===== src/rtl/guvm_wb_pkg.sv =====
// Types and constants shared by the GUVM wishbone feeder and its instruction queue.
package guvm_wb_pkg;

   localparam int unsigned WB_DW     = 128;
   localparam int unsigned WB_AW     = 32;
   localparam int unsigned LANE_W    = 32;
   localparam int unsigned WB_SW     = WB_DW / 8;
   localparam int unsigned LANE_SW   = LANE_W / 8;
   localparam int unsigned NUM_LANES = WB_DW / LANE_W;
   localparam int unsigned LANE_IW   = $clog2(NUM_LANES);

   // NOP returned in unselected lanes and on fetches from an empty queue
   localparam logic [LANE_W-1:0] FILL_WORD_DEF = 32'hF0081003;

   typedef enum logic {
      IDLE = 1'b0,
      RESP = 1'b1
   } wb_state_t;

endpackage


===== src/rtl/guvm_sync_fifo.sv =====
// Synchronous FIFO holding queued instructions; power-of-two depth so pointers wrap naturally.
module guvm_sync_fifo #(
   parameter  int unsigned WIDTH = 32,
   parameter  int unsigned DEPTH = 8,
   localparam int unsigned PTR_W = $clog2(DEPTH),
   localparam int unsigned CNT_W = PTR_W + 1
) (
   input  logic             i_clk,
   input  logic             i_rst_n,
   input  logic             i_push,
   input  logic [WIDTH-1:0] i_push_data,
   input  logic             i_pop,
   output logic [WIDTH-1:0] o_head,
   output logic             o_full,
   output logic             o_empty,
   output logic [CNT_W-1:0] o_count
);

   logic [WIDTH-1:0] r_mem [DEPTH];
   logic [PTR_W-1:0] r_wr_ptr;
   logic [PTR_W-1:0] r_rd_ptr;
   logic [CNT_W-1:0] r_count;
   logic             w_push_ok;
   logic             w_pop_ok;

   assign o_full    = (r_count == CNT_W'(DEPTH));
   assign o_empty   = (r_count == '0);
   assign o_count   = r_count;
   assign o_head    = r_mem[r_rd_ptr];
   assign w_push_ok = i_push & ~o_full;
   assign w_pop_ok  = i_pop & ~o_empty;

   always_ff @(posedge i_clk or negedge i_rst_n) begin
      if (!i_rst_n) begin
         r_wr_ptr <= '0;
         r_rd_ptr <= '0;
         r_count  <= '0;
      end else begin
         if (w_push_ok) r_wr_ptr <= r_wr_ptr + PTR_W'(1);
         if (w_pop_ok)  r_rd_ptr <= r_rd_ptr + PTR_W'(1);
         case ({w_push_ok, w_pop_ok})
            2'b10:   r_count <= r_count + CNT_W'(1);
            2'b01:   r_count <= r_count - CNT_W'(1);
            default: r_count <= r_count;
         endcase
      end
   end

   // Storage needs no reset: only entries below r_count are ever observed
   always_ff @(posedge i_clk) begin
      if (w_push_ok) r_mem[r_wr_ptr] <= i_push_data;
   end

endmodule


===== src/rtl/guvm_wb_feeder.sv =====
// Wishbone slave feeding queued instructions to the core and capturing its stores.
// Optional out-of-window error response is enabled by defining GUVM_WB_ERR_EN.
module guvm_wb_feeder
   import guvm_wb_pkg::*;
#(
   parameter int unsigned       FIFO_DEPTH = 8,
   parameter logic [LANE_W-1:0] FILL_WORD  = FILL_WORD_DEF,
   parameter logic [WB_AW-1:0]  ADDR_BASE  = 32'h0000_0000,
   parameter logic [WB_AW-1:0]  ADDR_LIMIT = 32'h0000_FFFF
) (
   input  logic              i_clk,
   input  logic              i_rst_n,
   input  logic [WB_AW-1:0]  i_wb_adr,
   input  logic [WB_SW-1:0]  i_wb_sel,
   input  logic              i_wb_we,
   input  logic [WB_DW-1:0]  i_wb_dat,
   input  logic              i_wb_cyc,
   input  logic              i_wb_stb,
   output logic [WB_DW-1:0]  o_wb_dat,
   output logic              o_wb_ack,
   output logic              o_wb_err,
   input  logic [LANE_W-1:0] i_inst,
   input  logic              i_inst_valid,
   output logic              o_inst_ready,
   output logic [LANE_W-1:0] o_wdata,
   output logic [WB_AW-1:0]  o_wdata_addr,
   output logic              o_wdata_valid,
   output logic [15:0]       o_fetch_cnt,
   output logic              o_empty_fetch
);

   localparam int unsigned CNT_W = $clog2(FIFO_DEPTH) + 1;

   wb_state_t          r_state;
   logic [LANE_W-1:0]  w_head;
   logic               w_full;
   logic               w_empty;
   logic [CNT_W-1:0]   w_count;
   logic               w_req;
   logic               w_in_range;
   logic               w_err_req;
   logic               w_pop;
   logic [LANE_IW-1:0] w_lane;
   logic [WB_DW-1:0]   w_rd_dat;
   logic [LANE_W-1:0]  w_st_word;
   logic [LANE_SW-1:0] w_st_sel;

   assign w_req      = (r_state == IDLE) & i_wb_cyc & i_wb_stb;
   assign w_lane     = i_wb_adr[3:2];
   assign w_in_range = ((i_wb_adr - ADDR_BASE) <= (ADDR_LIMIT - ADDR_BASE));

`ifdef GUVM_WB_ERR_EN
   assign w_err_req = ~w_in_range;
`else
   assign w_err_req = 1'b0;
   logic w_unused_range;
   assign w_unused_range = &{1'b0, w_in_range};
`endif

   logic w_unused_count;
   assign w_unused_count = &{1'b0, w_count};

   // Head leaves the queue on the edge that registers it into the ack cycle
   assign w_pop        = w_req & ~i_wb_we & ~w_err_req & ~w_empty;
   assign o_inst_ready = ~w_full;

   guvm_sync_fifo #(
      .WIDTH (LANE_W),
      .DEPTH (FIFO_DEPTH)
   ) u_inst_fifo (
      .i_clk       (i_clk),
      .i_rst_n     (i_rst_n),
      .i_push      (i_inst_valid),
      .i_push_data (i_inst),
      .i_pop       (w_pop),
      .o_head      (w_head),
      .o_full      (w_full),
      .o_empty     (w_empty),
      .o_count     (w_count)
   );

   // Lane steering: fetch data into the addressed lane, store data out of it with byte masking
   always_comb begin
      w_rd_dat  = {NUM_LANES{FILL_WORD}};
      w_st_word = '0;
      w_st_sel  = '0;
      for (int k = 0; k < NUM_LANES; k++) begin
         if (w_lane == LANE_IW'(k)) begin
            if (!w_empty) w_rd_dat[k*LANE_W +: LANE_W] = w_head;
            w_st_word = i_wb_dat[k*LANE_W +: LANE_W];
            w_st_sel  = i_wb_sel[k*LANE_SW +: LANE_SW];
         end
      end
      for (int b = 0; b < LANE_SW; b++) begin
         if (!w_st_sel[b]) w_st_word[b*8 +: 8] = 8'h00;
      end
   end

   always_ff @(posedge i_clk or negedge i_rst_n) begin
      if (!i_rst_n) begin
         r_state       <= IDLE;
         o_wb_dat      <= '0;
         o_wb_ack      <= 1'b0;
         o_wb_err      <= 1'b0;
         o_wdata       <= '0;
         o_wdata_addr  <= '0;
         o_wdata_valid <= 1'b0;
         o_fetch_cnt   <= '0;
         o_empty_fetch <= 1'b0;
      end else begin
         o_wb_ack      <= 1'b0;
         o_wb_err      <= 1'b0;
         o_wdata_valid <= 1'b0;
         case (r_state)
            IDLE: begin
               if (w_req) begin
                  r_state <= RESP;
                  if (w_err_req) begin
                     o_wb_err <= 1'b1;
                  end else begin
                     o_wb_ack <= 1'b1;
                     if (i_wb_we) begin
                        o_wdata       <= w_st_word;
                        o_wdata_addr  <= {i_wb_adr[WB_AW-1:2], 2'b00};
                        o_wdata_valid <= 1'b1;
                     end else begin
                        o_wb_dat    <= w_rd_dat;
                        o_fetch_cnt <= o_fetch_cnt + 16'd1;
                        if (w_empty) o_empty_fetch <= 1'b1;
                     end
                  end
               end
            end
            RESP:    r_state <= IDLE;
            default: r_state <= IDLE;
         endcase
      end
   end

endmodule


===== config.mk =====
export PLATFORM = sky130hd
export DESIGN_NAME = guvm_wb_feeder
export DESIGN_NICKNAME = d
export VERILOG_FILES = /design/src/rtl/guvm_wb_pkg.sv /design/src/rtl/guvm_sync_fifo.sv /design/src/rtl/guvm_wb_feeder.sv
export SDC_FILE = /design/constraint.sdc
export NUM_CORES = 1
export LEC_CHECK = 0
export CORE_ASPECT_RATIO = 0.7
export CORE_MARGIN = 5
export CORE_UTILIZATION = 55
export CTS_CLUSTER_DIAMETER = 30
export DETAILED_ROUTE_END_ITERATION = 12
export GPL_ROUTABILITY_DRIVEN = 1
export PLACE_DENSITY = 0.86
export SLEW_MARGIN = 20
export SYNTH_ARGS = -nofsm -noshare
export SYNTH_HDL_FRONTEND = slang
export SYNTH_SLANG_ARGS = --single-unit
export TNS_END_PERCENT = 100

===== constraint.sdc =====
create_clock -name i_clk -period 9.21 [get_ports i_clk]
set_input_delay 1.842 -clock i_clk [delete_from_list [all_inputs] [get_ports i_clk]]
set_output_delay 1.842 -clock i_clk [all_outputs]
set_load 0.02 [all_outputs]

==> results of run 1 <==
[critical path: stages, from the launching register on]
cell	delay (ps)
dfrtp_1	490
nor3_1	280
nand2_1	170
clkdlybuf4s50_1	570
[cell usage after synthesis (3+ instances only)]
cell type	n	area, um2
clkbuf_1	28	105
o31ai_1	32	240
ha_1	6	75.1
nand3_1	29	145
buf_4	11	82.6
buf_1	4	15.0
a22oi_1	48	360
nor2b_1	4	25.0
nor2_1	43	161
a21oi_1	34	170
nor3_1	12	60.1
mux2i_1	132	1320
o21ai_0	68	340
mux2_2	37	417
o21ai_1	28	140
o22ai_1	16	100
o21ai_2	4	35.0
xnor2_1	13	114
buf_2	25	125
nand4_1	4	25.0
dfrtp_1	219	5480
nor3_2	3	30.0
buf_6	13	146
nand2b_1	5	31.3
edfxtp_1	256	7690
xor2_1	11	96.3
inv_1	33	124
nand2_1	152	571
mux4_2	32	721
[layout make-up]
class / count / share of cell area
diodes: 3 / 0.000287
inverters: 33 / 0.00474
well taps: 472 / 0.0226
clock inverters: 39 / 0.0154
flip-flops and latches: 475 / 0.504
multi-input cells: 739 / 0.210
repair buffers: 446 / 0.168
clock buffers: 87 / 0.0750
[power by group]
group          total (mW)  internal, mW  switching (mW)
Sequential           2.93          2.66           0.265
Clock                2.62          1.64           0.970
Combinational        2.37         0.951            1.42
Total                7.92          5.26            2.66
[state kept, by name, indices dropped and copies added (netlist names)]
| name | flops |
|---|---|
| o_fetch_cnt | 16 |
| u_inst_fifo.r_wr_ptr | 3 |
| o_wb_ack | 1 |
| o_wdata | 32 |
| o_empty_fetch | 1 |
| o_wdata_addr | 30 |
| u_inst_fifo.r_rd_ptr | 3 |
| u_inst_fifo.r_mem | 256 |
| o_wb_dat | 128 |
| u_inst_fifo.o_count | 4 |
| o_wdata_valid | 1 |
[how the worst max path moves through the flow]
stage / start / to / slack [ps] / depth (start not counted)
after floorplan: i_inst_valid / u_inst_fifo.r_mem[0][0] / 3610 / 2
after global placement: i_wb_we / o_wb_dat[99] / 4810 / 5
after detailed placement: i_wb_we / o_wb_dat[112] / 4660 / 5
after CTS: i_wb_we / o_wb_dat[104] / 5140 / 5
after global routing: u_inst_fifo.o_count[1] / o_inst_ready / 5220 / 3
final: u_inst_fifo.o_count[1] / o_inst_ready / 5300 / 3
[layer usage]
| metal | part of all wire | wire (um) | track usage | vias up |
|---|---|---|---|---|
| li1 | - | - | - | 5798 |
| met1 | 0.39 | 22000 | 0.373 | 6667 |
| met2 | 0.50 | 28300 | 0.476 | 592 |
| met3 | 0.091 | 5190 | 0.0880 | 110 |
| met4 | 0.027 | 1540 | 0.0888 | 6 |
| met5 | 0.00063 | 36 | 0 | - |
[cells in the final DEF (no fill, tap or decap), types with 3 or more instances in the layout]
cell,count
clkinv_4,7
clkbuf_1,7
inv_1,33
nand4_1,4
clkinv_8,3
dfrtp_1,218
o21ai_2,4
o21ai_0,68
nor2_4,4
nor2_1,39
xor2_1,11
a21oi_1,34
edfxtp_1,256
a22oi_1,48
xnor2_1,13
mux4_2,32
clkinv_1,4
nor3_2,7
nand2b_1,5
ha_1,6
clkbuf_16,74
mux2i_1,132
clkbuf_8,6
bufinv_16,4
buf_4,24
conb_1,3
inv_6,9
nand3_1,28
nor3_1,8
nand2_1,151
clkinvlp_4,4
diode_2,3
o21ai_1,28
mux2_2,37
clkinv_2,6
o22ai_1,16
clkdlybuf4s50_1,418
o31ai_1,32
[stage by stage]
step / utilization / total power, mW / worst slack (ps) / hold WS [ps]
2_1_floorplan: - / 4.23 / 3610 / 526
3_3_place_gp: 0.687 / 5.20 / 4810 / 438
3_5_place_dp: 0.688 / 5.29 / 4660 / 447
4_1_cts: 0.756 / 7.95 / 5140 / 472
5_1_grt: 0.756 / 8.23 / 5220 / 495
6_report: 0.756 / 7.92 / 5300 / 470
[logic make-up after synthesis]
| family | share of synthesized area |
|---|---|
| multiplexers | 0.128 |
| AND/OR/NAND/NOR | 0.0658 |
| AO/OA/AOI/OAI | 0.0734 |
| flip-flops | 0.686 |
| other | 0.000195 |
| adder cells (fa/ha/maj) | 0.00391 |
| buffers and inverters | 0.0314 |
| XOR/XNOR | 0.0110 |
==> flow_metrics.py, run 1 <==
metrics = {
    "sta": {
        "tns_ps": 0,
        "min_period_over_period": 0.425,
        "worst_slew_margin_rel": 0.205,
        "worst_clock_skew_ps": 38.4,
        "fin_crit_period_ps": 3910,
        "rsz0062_at_grt": "false",
        "finalHoldViolations": 0,
        "worstMarginPinSlew_ps": 1190,
        "final-max-slew-violation-count": 0,
        "clock.fmax_mhz": 255,
        "setup_viol": 0,
    },
    "global_routing": {
        "gr-usage-all-layers": 0.289,
        "grt_pass1_vias": 13453,
        "residual_overflow_from_global_routing": 0,
        "largest_net_degree_at_the_start_of_global_routing": 119,
        "first_pass_grt_wire_length_mm": 84.4,
        "antenna_found_initial": 6,
    },
    "pwr": {
        "power-per-cell-area_nw_per_um2": 303,
        "total_leakage_power_nw": 10.3,
        "vdd_ir_drop_max_uv": 207,
    },
    "logic_synthesis": {
        "synth.distinct_cells": 48,
        "synth.ff_latch_count": 475,
        "ys_dominant_reg_cell": "edfxtp_1",
        "synth_area_per_cell_um2": 14.5,
        "netlist_area_um2": 19200,
        "synth-edff-count": 256,
        "netlist_instances": 1327,
        "asyncSetResetFlopFracSynth": 0.461,
        "synth-seq-area-share": 0.686,
        "ys.warnings.count": 0,
    },
    "min_path": {
        "min_delay_path_depth": 1,
        "holdCritStartpoint": "o_empty_fetch",
        "worstHoldEndpoint": "o_empty_fetch",
        "worstHoldPathType": "reg -> reg",
    },
    "routing": {
        "routedWlPerCell_um": 24.9,
        "drt_iter0_drc": 1251,
        "drt.antenna.violating_nets": 0,
        "vias": 13173,
        "drcViolationCount": 0,
        "drtPass1Iterations": 7,
        "drt_wl_total_mm": 57.1,
        "viasPerCell": 5.74,
    },
    "clocking": {
        "clock_path_buffers": 3,
        "cts.reportedPaths.clkPinSlew_ps": 60,
        "holdBufCountCts": 0,
        "numCtsBuffers": 69,
        "clk_latency_ps": 580,
        "post_cts_resized": 0,
        "tritoncts_num_sinks": 475,
        "cts_htree_levels": 3,
        "ctsRootBufferMaster": "clkbuf_16",
        "postCtsSetupRepairBufs": 0,
        "clock_tree_from_tritoncts": "built",
    },
    "worst_setup_path": {
        "crit_type": "reg -> out",
        "crit_fanout": 7,
        "critical_path.reg2reg.endpoint": "o_wb_dat[19]",
        "slack_of_the_worst_reg_to_reg_path_ps": 6130,
        "worst_ep_required_time_ps": 7370,
        "timing.rr.start": "u_inst_fifo.r_rd_ptr[0]",
        "timing.critical_path.from_type": "flop",
        "cp.arrival_ps": 2070,
        "critical_path.endpoint_type": "primary output",
        "reg2regPathDepth": 5,
    },
    "final_layout": {
        "flow.area_growth_from_synthesis_pct": 36.3,
        "multi_input_comb_area_um2": 5500,
        "layout.filler_cells": 2082,
        "layout.area.seq_um2": 13200,
        "finalNetCount": 1984,
        "instances_no_fill": 2294,
        "final_design_area_no_fill_um2": 26200,
        "final_layout_size_suffix_gt1_frac": 0.131,
    },
    "floorplanning": {
        "placement_rows": 57,
        "core_area_um2": 34600,
        "io_pins": 427,
        "die-width_um": 233,
        "dieHeight_um": 166,
        "die_area_um2": 38800,
        "start_util": 0.555,
    },
    "place": {
        "detailedPlacementHpwl_mm": 37.4,
        "place.port_buffers": 421,
        "place.gp.congestion": 0.932,
        "place.detailed.instances": 2165,
        "placement.cell_area_um2": 23800,
    },
    "job": {
        "drv_cap": 0,
    },
    "run_status": {
        "run_status": "completed",
    },
}
No activity file was read; power rests on OpenSTA's default activity.
==> run 2: changes to the inputs <==
--- a/config.mk
+++ b/config.mk
@@ -7,11 +7,11 @@
 export LEC_CHECK = 0
 export CORE_ASPECT_RATIO = 0.7
 export CORE_MARGIN = 5
-export CORE_UTILIZATION = 55
+export CORE_UTILIZATION = 46
 export CTS_CLUSTER_DIAMETER = 30
 export DETAILED_ROUTE_END_ITERATION = 12
 export GPL_ROUTABILITY_DRIVEN = 1
-export PLACE_DENSITY = 0.86
+export PLACE_DENSITY = 0.77
 export SLEW_MARGIN = 20
 export SYNTH_ARGS = -nofsm -noshare
 export SYNTH_HDL_FRONTEND = slang
==> constraint.sdc (replaced) <==
create_clock -name i_clk -period 3.5 [get_ports i_clk]
set_input_delay 0.7 -clock i_clk [delete_from_list [all_inputs] [get_ports i_clk]]
set_output_delay 0.7 -clock i_clk [all_outputs]
set_load 0.02 [all_outputs]
==> run 2 against run 1 <==
First-iteration DRC count decreased by 34%. Global-route usage fell by 5.1 points. Setup slack worse by 4600 ps. Critical path depth did not move. Clock skew decreased by 13 ps. Sequential power grew to 2.6 times the previous value. Sequential cell count is the same. Cell count is 4.4% higher. Register-to-register slack worse by 5000 ps. Via count fell by 0.66%. Largest cell class unchanged.
==> flow_metrics.py, run 2 (synthesized netlist as in run 1, its figures left out) <==
metrics = {
    "run_status": {
        "run_status": "completed",
    },
    "clocking": {
        "ctsRootBufferMaster": "clkbuf_16",
        "holdBufCountCts": 0,
        "cts_htree_levels": 3,
        "postCtsSetupRepairBufs": 0,
        "clk_latency_ps": 580,
        "numCtsBuffers": 77,
        "clock_path_buffers": 3,
        "cts.reportedPaths.clkPinSlew_ps": 50,
        "post_cts_resized": 0,
        "tritoncts_num_sinks": 475,
        "clock_tree_from_tritoncts": "built",
    },
    "final_layout": {
        "layout_commonest_cell": "clkdlybuf4s50_1",
        "flow.area_growth_from_synthesis_pct": 39.3,
        "largest_registers": "u_inst_fifo.r_mem x256, o_wb_dat x128, o_wdata x32",
        "largest_register_ffs": 256,
        "registers.top_by_ff_count": "u_inst_fifo.r_mem",
        "layout.filler_cells": 2927,
        "inserted_diodes": 0,
        "finalNetCount": 2008,
        "final_design_area_no_fill_um2": 26700,
        "final_layout_size_suffix_gt1_frac": 0.147,
        "layout_common_cells": "clkdlybuf4s50_1, edfxtp_1, dfrtp_1, nand2_1, mux2i_1",
        "instances_no_fill": 2396,
    },
    "global_routing": {
        "antenna_found_initial": 4,
        "largest_net_degree_at_the_start_of_global_routing": 93,
        "first_pass_grt_wire_length_mm": 83.3,
        "grt_pass1_vias": 13206,
        "gr-usage-all-layers": 0.238,
        "residual_overflow_from_global_routing": 0,
    },
    "place": {
        "pre_cts_slack_ps": 559,
        "detailedPlacementHpwl_mm": 38.5,
        "place.gp.congestion": 0.897,
        "place.detailed.instances": 2253,
        "place.port_buffers": 421,
        "placement.cell_area_um2": 24100,
    },
    "routing": {
        "viasPerCell": 5.46,
        "vias": 13086,
        "drcViolationCount": 0,
        "drt_wl_total_mm": 56.5,
        "routedWlPerCell_um": 23.6,
        "drtPass1Iterations": 5,
        "drt.antenna.violating_nets": 0,
        "drt_iter0_drc": 828,
    },
    "sta": {
        "hold_slack_ps": 121,
        "setup_viol": 0,
        "worst_clock_skew_ps": 25.5,
        "clock.fmax_mhz": 351,
        "setup_slack_ps": 654,
        "rsz0062_at_grt": "false",
        "fin_crit_period_ps": 2850,
        "tns_ps": 0,
        "finalHoldViolations": 0,
        "min_period_over_period": 0.813,
        "worst_slew_margin_rel": 0.312,
        "worstMarginPinSlew_ps": 1020,
        "final-max-slew-violation-count": 0,
    },
    "worst_setup_path": {
        "slack_of_the_worst_reg_to_reg_path_ps": 1100,
        "critical_path.endpoint_type": "primary output",
        "critical-path-max-stage-delay_ps": 600,
        "timing.critical_path.from_type": "flop",
        "critical_path.reg2reg.endpoint": "u_inst_fifo.o_count[2]",
        "slowest_stage": "clkdlybuf4s50_1",
        "cp_top_family": "buffers and inverters",
        "path_buf_inv": 1,
        "worst_ep_required_time_ps": 2800,
        "crit_type": "reg -> out",
        "reg2regPathDepth": 10,
        "worstPathCellList": "nor3_1 -> nand2_1 -> clkdlybuf4s50_1",
        "crit_fanout": 6,
        "timing.rr.start": "u_inst_fifo.o_count[2]",
        "cp.arrival_ps": 2150,
    },
    "floorplanning": {
        "die_area_um2": 46000,
        "placement_rows": 62,
        "die-width_um": 254,
        "start_util": 0.467,
        "dieHeight_um": 181,
        "core_area_um2": 41100,
        "io_pins": 427,
    },
    "min_path": {
        "worstHoldPathType": "in -> async",
    },
    "pwr": {
        "power-per-cell-area_nw_per_um2": 805,
        "vdd_ir_drop_max_uv": 497,
        "total_leakage_power_nw": 10.6,
    },
    "job": {
        "drv_cap": 0,
    },
}
run 2: cell types whose count changed in the layout (fill, tap and decap cells not counted), moves of 2 or more:
cell,delta
buf_12,+6
clkbuf_8,-5
bufinv_16,+2
clkbuf_1,-2
clkbuf_16,+9
clkinvlp_4,+5
clkinv_4,+2
diode_2,-3
buf_4,+11
clkinv_8,-2
inv_6,+8
run 2: worst max-delay path by stage:
stage | slack (ps) | startpoint | endpoint | cells after the start
after CTS | 670 | u_inst_fifo.o_count[1] | o_inst_ready | 3
after floorplan | -250 | u_inst_fifo.o_count[1] | u_inst_fifo.r_mem[2][0] | 5
after global routing | 530 | u_inst_fifo.o_count[1] | o_inst_ready | 3
after detailed placement | 560 | i_wb_we | u_inst_fifo.o_count[2] | 10
final | 650 | u_inst_fifo.o_count[2] | o_inst_ready | 3
after global placement | 560 | i_wb_we | u_inst_fifo.o_count[2] | 10
run 2: layout make-up:
class,instances,area (um2),area share
sequential,475,13200,0.493
clock buffer,89,2110,0.0789
inverter,33,124,0.00463
multi-input combinational,739,5510,0.206
clock inverter,54,552,0.0206
timing repair buffer,462,4590,0.172
tap,544,681,0.0255
run 2: where the power goes:
group	switching (mW)	leakage, nW	internal, mW
Sequential	0.717	5.08	7.01
Combinational	3.61	4.21	2.56
Clock	2.78	1.28	4.85
Total	7.11	10.6	14.4
run 2: worst register-to-register path, stage by stage (launching register included):
cell and delay, ps:
dfrtp_1 460, nor4_4 300, buf_4 260, nor2_4 80
ha_1 270, xor2_1 180, ha_1 200, a21oi_1 160
xor2_1 160, nor2_1 70, xor2_1 140
run 2: stage by stage:
step | utilization | power (mW)
6_report | 0.650 | 21.5
3_3_place_gp | 0.586 | 13.8
5_1_grt | 0.650 | 22.4
3_5_place_dp | 0.586 | 14.0
4_1_cts | 0.650 | 21.7
2_1_floorplan | - | 11.1
run 2: routing by layer:
layer	vias to the layer above	GRT usage	wire length, um
met2	523	0.400	28100
met3	76	0.0548	4190
met1	6627	0.318	23300
met5	-	0	27
li1	5856	-	-
met4	4	0.0543	928
==> run 3: changes to the inputs <==
--- a/config.mk
+++ b/config.mk
@@ -7,11 +7,11 @@
 export LEC_CHECK = 0
 export CORE_ASPECT_RATIO = 0.7
 export CORE_MARGIN = 5
-export CORE_UTILIZATION = 46
+export CORE_UTILIZATION = 51
 export CTS_CLUSTER_DIAMETER = 30
 export DETAILED_ROUTE_END_ITERATION = 12
 export GPL_ROUTABILITY_DRIVEN = 1
-export PLACE_DENSITY = 0.77
+export PLACE_DENSITY = 0.81
 export SLEW_MARGIN = 20
 export SYNTH_ARGS = -nofsm -noshare
 export SYNTH_HDL_FRONTEND = slang
==> constraint.sdc (replaced) <==
create_clock -name i_clk -period 2.9 [get_ports i_clk]
set_input_delay 0.58 -clock i_clk [delete_from_list [all_inputs] [get_ports i_clk]]
set_output_delay 0.58 -clock i_clk [all_outputs]
set_load 0.02 [all_outputs]
==> run 3 against run 2 <==
Via count rose by 2.0%. Register-to-register slack got worse by 550 ps. First-iteration DRC count rose by 43%. Utilization rose by 6.9 points. Combinational power rose by 24%. Final area barely moved. Setup slack got worse by 460 ps. Cell count fell by 1.8%. Die area fell by 9.4%.
==> flow_metrics.py, run 3 (synthesized netlist as in run 1, its figures left out) <==
metrics = {
    "run_status": {
        "run_status": "completed",
    },
    "final_layout": {
        "final_layout_size_suffix_gt1_frac": 0.150,
        "layout_commonest_cell": "clkdlybuf4s50_1",
        "finalNetCount": 2017,
        "largest_register_ffs": 256,
        "layout.filler_cells": 2366,
        "layout_common_cells": "clkdlybuf4s50_1, edfxtp_1, dfrtp_1, nand2_1, mux2i_1",
        "registers.top_by_ff_count": "u_inst_fifo.r_mem",
        "flow.area_growth_from_synthesis_pct": 39.2,
        "largest_registers": "u_inst_fifo.r_mem x256, o_wb_dat x128, o_wdata x32",
    },
    "worst_setup_path": {
        "worstPathCellList": "nor3_1 -> nand2_1 -> clkdlybuf4s50_1",
        "critical-path-max-stage-delay_ps": 590,
        "cp.arrival_ps": 2120,
        "crit_type": "reg -> out",
        "timing.critical_path.from_type": "flop",
        "cp_top_family": "buffers and inverters",
        "reg2regPathDepth": 8,
        "slowest_stage": "clkdlybuf4s50_1",
        "crit_fanout": 7,
        "worst_ep_required_time_ps": 2320,
        "critical_path.endpoint_type": "primary output",
        "number_of_gates_on_the_worst_path_with_buffers_counted": 3,
        "path_buf_inv": 1,
    },
    "routing": {
        "vias": 13348,
        "drtPass1Iterations": 5,
        "routedWlPerCell_um": 24.1,
        "drcViolationCount": 0,
        "drt_iter0_drc": 1180,
        "viasPerCell": 5.67,
        "drt_wl_total_mm": 56.8,
        "drt.antenna.violating_nets": 0,
    },
    "min_path": {
        "worstHoldPathType": "reg -> reg",
        "min_delay_path_depth": 1,
    },
    "sta": {
        "worstMarginPinSlew_ps": 846,
        "rsz0062_at_grt": "false",
        "min_period_over_period": 0.933,
        "setup_slack_ps": 196,
        "finalHoldViolations": 0,
        "worst_clock_skew_ps": 26.8,
        "clock.fmax_mhz": 370,
        "worst_slew_margin_rel": 0.431,
        "setup_viol": 0,
        "final-max-slew-violation-count": 0,
        "hold_slack_ps": 473,
        "fin_crit_period_ps": 2700,
    },
    "clocking": {
        "ctsRootBufferMaster": "clkbuf_16",
        "cts_htree_levels": 3,
        "clock_path_buffers": 3,
        "postCtsSetupRepairBufs": 0,
        "clk_latency_ps": 580,
        "numCtsBuffers": 74,
        "cts.reportedPaths.clkPinSlew_ps": 50,
        "clock_tree_from_tritoncts": "built",
        "tritoncts_num_sinks": 475,
    },
    "floorplanning": {
        "die_area_um2": 41700,
        "core_area_um2": 37100,
        "die-width_um": 242,
        "io_pins": 427,
        "start_util": 0.517,
        "dieHeight_um": 172,
        "placement_rows": 59,
    },
    "pwr": {
        "total_leakage_power_nw": 10.6,
        "power-per-cell-area_nw_per_um2": 967,
        "finalPower_mw": 25.8,
        "internal_power_mw": 17.2,
        "relative_contribution_of_sequential_cells_to_total_power": 0.358,
        "power.net_switching_mw": 8.61,
        "vdd_ir_drop_max_uv": 779,
        "swShare": 0.333,
        "clockPowerShare": 0.345,
        "pwr-share-comb": 0.297,
    },
    "global_routing": {
        "gr-usage-all-layers": 0.261,
        "residual_overflow_from_global_routing": 0,
        "first_pass_grt_wire_length_mm": 82.5,
        "grt_pass1_vias": 13340,
        "antenna_found_initial": 10,
        "largest_net_degree_at_the_start_of_global_routing": 97,
    },
    "place": {
        "detailedPlacementHpwl_mm": 38.1,
        "place.port_buffers": 421,
        "pre_cts_slack_ps": 256,
        "place.gp.congestion": 0.841,
    },
    "job": {
        "drv_cap": 0,
    },
}
==> run 3: cell types whose count changed in the layout (fill, tap and decap cells not counted), moves of 3 or more <==
cell,previous run,this run
buf_4,35,44
clkbuf_16,83,79
clkinv_1,5,2
diode_2,0,7
inv_6,17,11
==> run 3: per-layer routing <==
| layer | wire length, um | vias up | global-route usage |
|---|---|---|---|
| met5 | 47 | - | 0 |
| met4 | 1670 | 6 | 0.0922 |
| met3 | 4560 | 106 | 0.0796 |
| met2 | 28000 | 602 | 0.426 |
| met1 | 22600 | 6757 | 0.340 |
| li1 | - | 5877 | - |
==> run 3: power groups by stage <==
| stage | Combinational (mW) | Clock [mW] | Sequential [mW] |
|---|---|---|---|
| after floorplan | 3.46 | 0 | 9.98 |
| final | 7.67 | 8.92 | 9.25 |
| after detailed placement | 7.61 | 0 | 9.32 |
| after CTS | 7.70 | 9.02 | 9.23 |
| after global placement | 7.44 | 0 | 9.26 |
| after global routing | 8.12 | 9.38 | 9.36 |
==> run 3: timing repair <==
item                                   4_1_cts  5_1_grt
hold buffers                                 1        0
gates resized for setup                      0        0
endpoints found under the hold margin       54        0
==> run 3: per-stage QoR <==
stage / TNS [ps] / std cells / cell area [um2] / util
global route: 0 / 2351 / 26700 / 0.719
CTS: 0 / 2347 / 26700 / 0.719
detailed placement: 0 / 2208 / 24100 / 0.649
global placement: 0 / 2208 / 24100 / 0.649
finish: 0 / 2354 / 26700 / 0.720
floorplan: -92700 / 1329 / 19200 / -
==> run 3: final timing paths <==
check / from / endpoint / slack [ps]
max in group asynchronous: i_rst_n / o_wdata_addr[20] / 1510
max: u_inst_fifo.o_count[1] / o_inst_ready / 200
max reg2reg: u_inst_fifo.o_count[1] / u_inst_fifo.o_count[3] / 550
min: o_fetch_cnt[15] / o_fetch_cnt[15] / 470
min reg2reg: o_fetch_cnt[15] / o_fetch_cnt[15] / 470
min in group asynchronous: i_rst_n / o_wdata[25] / 520
==> run 3: final cells by class <==
cell class | instances | area (um2) | share of cell area
clock inverter | 49 | 536 | 0.0200
inverter | 33 | 124 | 0.00464
multi-input combinational | 739 | 5510 | 0.206
tap | 488 | 611 | 0.0229
clock buffer | 89 | 2040 | 0.0765
sequential | 475 | 13200 | 0.493
antenna | 7 | 17.5 | 0.000656
timing repair buffer | 474 | 4710 | 0.176
==> run 3: worst reg2reg max path: cells and delay by family (launching register included) <==
kind | cells | cell delay, ps
and+or+nand+nor | 4 | 950
DFF | 1 | 480
adders and majority gates | 1 | 320
buffers and inverters | 1 | 180
xor gates and xnor gates | 1 | 180
AOI/OAI and AO/OA | 1 | 170
